## src/rtl/pipeline_mem_sequencer.sv

```systemverilog
// Memory-stage sequencer for the 5-stage pipeline: runs each EX/MEM load/store through a
// req/ack data memory, freezes the pipe while the access is in flight, and raises load-use and branch controls.
module pipeline_mem_sequencer #(
    parameter int TIMEOUT = 16
) (
    input  logic        clk,
    input  logic        reset,
    input  logic        MemRead_MEM,
    input  logic        MemWrite_MEM,
    input  logic [31:0] ALU_OUT_MEM,
    input  logic [31:0] REG_DATA2_MEM_FINAL,
    input  logic        Branch_MEM,
    input  logic        Zero_MEM,
    input  logic        MemRead_EX,
    input  logic [4:0]  RD_EX,
    input  logic [4:0]  RS1_ID,
    input  logic [4:0]  RS2_ID,
    output logic        dmem_req,
    output logic        dmem_we,
    output logic [31:0] dmem_addr,
    output logic [31:0] dmem_wdata,
    input  logic        dmem_ack,
    input  logic [31:0] dmem_rdata,
    output logic [31:0] load_data,
    output logic        stall_pipe,
    output logic        bubble_wb,
    output logic        hold_front,
    output logic        bubble_ex,
    output logic        flush_front,
    output logic        timeout_err,
    output logic [31:0] stall_cycles
);

    localparam logic [1:0] S_IDLE   = 2'd0;
    localparam logic [1:0] S_ACCESS = 2'd1;
    localparam logic [1:0] S_DONE   = 2'd2;

    localparam logic [7:0] LAST_WAIT = 8'(TIMEOUT - 1);

    logic [1:0] state;
    logic [1:0] state_next;
    logic [7:0] wait_cnt;
    logic       mem_op;
    logic       in_access;
    logic       acked;
    logic       timed_out;
    logic       stall_raw;
    logic       branch_taken;
    logic       load_use;

    assign mem_op    = MemRead_MEM | MemWrite_MEM;
    assign in_access = (state == S_ACCESS);
    assign acked     = in_access & dmem_ack;
    // Ack wins over a timeout landing in the same cycle.
    assign timed_out = in_access & ~dmem_ack & (wait_cnt == LAST_WAIT);

    assign stall_raw    = ((state == S_IDLE) & mem_op) | in_access;
    assign branch_taken = Branch_MEM & Zero_MEM;
    assign load_use     = MemRead_EX & (RD_EX != 5'd0) &
                          ((RD_EX == RS1_ID) | (RD_EX == RS2_ID));

    // NOTE: every always_comb output gets a default first so no latch is inferred.
    always_comb begin
        state_next = state;
        case (state)
            S_IDLE:   if (mem_op) state_next = S_ACCESS;
            S_ACCESS: if (acked || timed_out) state_next = S_DONE;
            S_DONE:   state_next = S_IDLE;
            default:  state_next = S_IDLE;
        endcase
    end

    // Pass-through and combinational controls are all held at 0 while reset is high.
    assign stall_pipe  = ~reset & stall_raw;
    assign bubble_wb   = stall_pipe;
    assign flush_front = ~reset & branch_taken & ~stall_raw;
    assign hold_front  = ~reset & load_use & ~stall_raw & ~branch_taken;
    assign bubble_ex   = hold_front;
    assign dmem_we     = ~reset & MemWrite_MEM;
    assign dmem_addr   = reset ? 32'd0 : ALU_OUT_MEM;
    assign dmem_wdata  = reset ? 32'd0 : REG_DATA2_MEM_FINAL;

    // NOTE: sequential state uses non-blocking assignments; reset here is synchronous.
    always_ff @(posedge clk) begin
        if (reset) begin
            state        <= S_IDLE;
            wait_cnt     <= 8'd0;
            dmem_req     <= 1'b0;
            load_data    <= 32'd0;
            timeout_err  <= 1'b0;
            stall_cycles <= 32'd0;
        end else begin
            state    <= state_next;
            dmem_req <= (state_next == S_ACCESS);
            // Zero outside ACCESS, so every access starts counting from 0.
            wait_cnt <= in_access ? wait_cnt + 8'd1 : 8'd0;
            if (acked) begin
                load_data <= dmem_rdata;
            end else if (timed_out) begin
                load_data   <= 32'd0;
                timeout_err <= 1'b1;
            end
            if (stall_pipe) stall_cycles <= stall_cycles + 32'd1;
        end
    end

endmodule

```

## config.mk

```make
export PLATFORM = sky130hd
export DESIGN_NAME = pipeline_mem_sequencer
export DESIGN_NICKNAME = d
export VERILOG_FILES = /design/src/rtl/pipeline_mem_sequencer.sv
export SDC_FILE = /design/constraint.sdc
export NUM_CORES = 1
export LEC_CHECK = 0
export CORE_AREA = 2 2 98 100
export CTS_BUF_LIST = sky130_fd_sc_hd__clkbuf_8
export CTS_CLUSTER_DIAMETER = 50
export DETAILED_ROUTE_END_ITERATION = 12
export DIE_AREA = 0 0 100 102
export DONT_BUFFER_PORTS = 1
export GPL_TIMING_DRIVEN = 0
export PLACE_DENSITY = 0.57
export SKIP_CTS_REPAIR_TIMING = 1
export SLEW_MARGIN = 25
export SYNTH_ARGS = -nofsm -noshare
export SYNTH_HDL_FRONTEND = slang
export SYNTH_SLANG_ARGS = --single-unit
```

## constraint.sdc

```tcl
create_clock -name clk -period 2.5 [get_ports clk]
set_clock_uncertainty 0.05 [all_clocks]
set_input_delay 0.125 -clock clk [delete_from_list [all_inputs] [get_ports clk]]
set_output_delay 0.125 -clock clk [all_outputs]
set_load 0.005 [all_outputs]
```

Word level (Yosys, flattened, before mapping)
Index checks and enable logic that the tools add are counted.
- flip-flop bits (word level): 76
- bits of input ports: 119
- output and inout port bits: 136
- word-level logic and storage cells: 49
- add/subtract/negate cells: 2
- eq/ne operators: 5
- muxes and demuxes: 7
- bitwise gates (word level): 23
- reduce and logical (&&, ||, !) cells: 6
- operators by type and width (cell ; number):
    2-to-1 mux 32 bit ; 4
    adder 32 x 1 -> 32 bit (second input constant) ; 1
    AND 1 bit ; 14
    == test 5 bit ; 2
    adder 8 x 1 -> 8 bit (second input constant) ; 1
    == test 8 x 4 -> 1 bit (second input constant) ; 1
    inverter 1 bit ; 6
    nonzero test 5 bit ; 1
    == test 2 x 1 -> 1 bit (second input constant) ; 2
    2-to-1 mux 2 bit ; 2
    case mux 2 bit (2 select lines) ; 1
    OR 1 bit ; 3
    zero test 2 bit ; 1
    AND reduction 2 bit ; 1
    nonzero test 2 bit ; 1
    OR reduction 2 bit ; 1
    logical OR 1 bit ; 1

Depth between registers and ports, before layout
- depth in word-level cells: 7
- gate-level depth with buffers: 7
- depth with buffers taken out: 5

Worst setup path after synthesis
No wires, ideal clock.
- path kind: reg2reg
- start: register stall_cycles[0]
- end: register stall_cycles[30]
- library setup time: 0.123 ns
- data arrival time: 2.058 ns
- setup slack: 0.268 ns
- stages on the path, launching flop included: 7
- clock period less this slack: 2.232 ns
- path through: dfxtp_1 > ha_1 > or3b_4 > or3_1 > buf_2 > nor4_1 > mux2_1
- longest elaborated chain between the ends: 1
- RTL lines (what ; RTL line ; source):
    from (decl) ; 31 ; output logic [31:0] stall_cycles
    from (signal assigned) ; 103 ; if (stall_pipe) stall_cycles <= stall_cycles + 32'd1;
    adder 32 x 1 -> 32 bit ; 103 ;
No other way between the ends.
A chain may end at the register's enable or synchronous reset.

Worst setup path after layout
Ends and elaborated chain as after synthesis.

==> impl_metrics.py <==
metrics = {
    "logic_synthesis": {
        "synthDistinctLibCells": 38,
        "syn-num-nets": 557,
        "synthesis.area_um2": 3670,
        "avgSynthCellArea_um2": 8.43,
        "synth_ff_type": "dfxtp_1",
        "synth.top_cell.area_share_pct": 41.4,
        "yosys_warnings": 0,
        "yosysTopAreaCell": "dfxtp_1",
        "synthCells": 436,
        "synthTopCellsByArea": "dfxtp_1, nor2b_1, a22oi_1",
        "ys_async_sr_fraction_pct": 0,
        "synth_seq_cells": 76,
        "synth_edf_count": 0,
        "yosysSeqAreaShare_pct": 41.4,
    },
    "floorplan": {
        "rows": 35,
        "die_x_um": 100,
        "core_um2": 9110,
        "ioPinCount": 255,
        "die_h_um": 102,
        "dieArea_um2": 10200,
        "start_util_pct": 40.3,
    },
    "setup_path": {
        "worstPathCellList": "ha_1 > or3b_4 > or3_1 > buf_2 > nor4_1 > mux2_1",
        "startpoint_type": "flop",
        "crit_start": "stall_cycles[0]$_SDFFE_PP0P_",
        "r2r_slack_ns": 0.13,
        "cp.buffers_inverters": 1,
        "required_ns": 2.68,
        "reg2reg_depth": 6,
        "crit_end": "stall_cycles[30]$_SDFFE_PP0P_",
        "arrival_ns": 2.55,
        "worstPathMaxFanout": 10,
        "cpPeakStageDelay_ns": 0.40,
        "reg2reg_to": "stall_cycles[30]$_SDFFE_PP0P_",
        "critical_path_class": "reg -> reg",
        "end_kind": "flop",
        "crit_family": "simple AND/OR/NAND/NOR gates",
        "cp_num_cells": 6,
        "crit_path_top_delay_cell": "dfxtp_2",
        "reg2reg_from": "stall_cycles[0]$_SDFFE_PP0P_",
    },
    "drt": {
        "post-route-drc-count": 0,
        "dr.pass1.iters": 4,
        "wl_um": 11100,
        "via_per_inst": 5.61,
        "vias": 3351,
        "drt_iter0_markers": 123,
        "post_drt_wl_per_cell_um": 18.6,
        "drtAntennaViolNets": 0,
    },
    "worst_hold_path": {
        "min_path_type": "in -> reg",
    },
    "cells_and_area": {
        "utilization_pct": 47.9,
        "stdcell_count": 597,
        "layout-drive-gt1-share_pct": 7.22,
        "syn_to_final_growth_pct": 18.9,
        "final_nets": 601,
    },
    "power": {
        "seqPwrFrac_pct": 50.0,
        "p_clk_share_pct": 39.5,
        "p_total_uw": 2560,
        "power_leakage_uw": 0.00147,
        "comb_power_share_pct": 10.5,
        "p_switching_uw": 701,
        "internal-power_uw": 1860,
        "power_switching_share_pct": 27.4,
        "p_per_area_nw_per_um2": 586,
        "ir_worst_vdd_mv": 0.282,
    },
    "placement": {
        "gp_congestion": 0.826,
        "dp_hpwl_um": 8270,
        "placed_cells_incl_taps": 547,
        "io_buffers": 0,
    },
    "clock_tree": {
        "path_clk_slew_ns": 0.08,
        "cts.sink_count": 76,
        "cts_max_level": 3,
        "cts.path.max_buffers": 2,
        "clk-insertion-delay-late_ns": 0.35,
        "cts_root_buf": "clkbuf_8",
        "cts_made_buffers": 9,
        "cts_tree": "yes",
    },
    "timing": {
        "rsz0062_at_grt": "no",
        "tightest_slew_ns": 0.605,
        "setup_viol": 0,
        "drv_slew": 0,
        "fin_hold_ws_ns": -0.00815,
        "period_minus_slack_ns": 2.37,
        "fin_crit_sh_pct": 94.7,
        "max_slew_margin_pct": 59.5,
        "final_hold_viol_count": 1,
        "max_freq_ghz": 0.422,
    },
    "global_routing": {
        "antenna_found_initial": 1,
        "grt_pass1_vias": 2894,
        "grt_max_degree": 17,
        "grt-ovfl-total": 0,
        "grt_pass1_wl_um": 16000,
        "grt_usage_pct": 20.3,
    },
    "outcome": {
        "outcome": "complete, but fails checks",
        "violations": "hold timing",
    },
    "run": {
        "cap_violations": 0,
    },
}
## kinds of logic (layout without fill, tap and decap cells)
group,after synthesis,after routing,share of synthesized area (%)
adders and majority gates,2,2,0.681
buffers and inverters,36,85,4.26
DFF,76,76,41.4
xor gates and xnor gates,25,25,5.96
and+or+nand+nor,221,221,33.1
other,0,1,0
AOI/OAI and AO/OA,69,69,12.6
muxes,7,7,2.04
## power by group through the flow
stage / Clock [µW] / Combinational [µW] / Sequential (µW)
after floorplan: 0 / 178 / 1290
after global placement: 0 / 219 / 1310
after detailed placement: 0 / 223 / 1310
after CTS: 1040 / 224 / 1280
after global routing: 1100 / 300 / 1290
final: 1010 / 268 / 1280
## cells in the mapped netlist, types with 9 or more instances
| master | n |
|---|---|
| a21oi_1 | 17 |
| a22oi_1 | 32 |
| clkbuf_1 | 23 |
| dfxtp_1 | 76 |
| nand2_1 | 15 |
| nand3_1 | 13 |
| nand4_1 | 9 |
| nor2_1 | 59 |
| nor2b_1 | 69 |
| nor3_1 | 13 |
| o31ai_1 | 11 |
| or4_1 | 14 |
| xnor2_1 | 15 |
| xor2_1 | 10 |
## per-layer routing
layer | routed length (µm) | part of all wire [%] | global-route usage (%) | up-vias
li1 | - | - | - | 1620
met1 | 4510 | 41 | 24.5 | 1558
met2 | 5560 | 50 | 34.3 | 151
met3 | 766 | 6.9 | 6.91 | 22
met4 | 273 | 2.5 | 6.43 | 0
met5 | 0 | 0 | 0 | -
## worst register-to-register path, stage by stage, from the launching register on
cell,delay (ns)
dfxtp_2,0.40
ha_1,0.15
or3b_4,0.40
or3_1,0.38
buf_2,0.19
nor4_1,0.33
mux2_1,0.36
## how the worst min path moves through the flow
stage / startpoint / endpoint / slack, ns / cells past startpoint
CTS: dmem_rdata[30] / load_data[30]$_SDFFE_PP0P_ / -0.14 / 2
floorplan: dmem_rdata[0] / load_data[0]$_SDFFE_PP0P_ / 0.24 / 2
finish: dmem_ack / timeout_err$_SDFFE_PP0P_ / -0.008 / 3
detailed placement: dmem_rdata[0] / load_data[0]$_SDFFE_PP0P_ / 0.25 / 2
global placement: dmem_rdata[8] / load_data[8]$_SDFFE_PP0P_ / 0.24 / 2
global route: dmem_ack / timeout_err$_SDFFE_PP0P_ / 0.01 / 3
## placed cells by master (no fill, tap or decap), drive strengths merged, types with 5 or more instances in the layout
cell	netlist	final
dfxtp	76	76
nor2b	69	69
nor2	59	59
dlygate4sd3	0	33
a22oi	32	32
clkbuf	23	32
a21oi	17	17
nand2	15	15
xnor2	15	15
or4	14	14
nand3	13	13
nor3	13	13
o31ai	11	11
xor2	10	10
buf	10	10
nand4	9	9
inv	3	8
nor4	7	7
or3	5	5
o21ai	5	5
## state kept, by name (all words and copies together) (netlist names)
register      count
dmem_req          1
load_data        32
stall_cycles     32
wait_cnt          8
state             2
timeout_err       1
## final cells by class
cell class	instances	area, µm²
Fill cell	883	4740
Multi-Input combinational cell	324	2000
Sequential cell	76	1520
Timing Repair Buffer	33	330
Buffer	33	146
Tap cell	111	139
Clock buffer	9	124
Clock inverter	7	87.6
Inverter	3	11.3
Antenna cell	1	2.50
## per-stage QoR
step	cell area [µm²]	hold WS [ns]	TNS (ns)	setup slack, ns
2_1_floorplan	3670	0.237	0	0.268
3_3_place_gp	3810	0.240	0	0.0548
3_5_place_dp	3810	0.248	0	0.0361
4_1_cts	4020	-0.137	-0.172	-0.172
5_1_grt	4370	0.0140	0	0.0119
6_report	4370	-0.00815	0	0.133
Power figures use the tool's default switching activity.
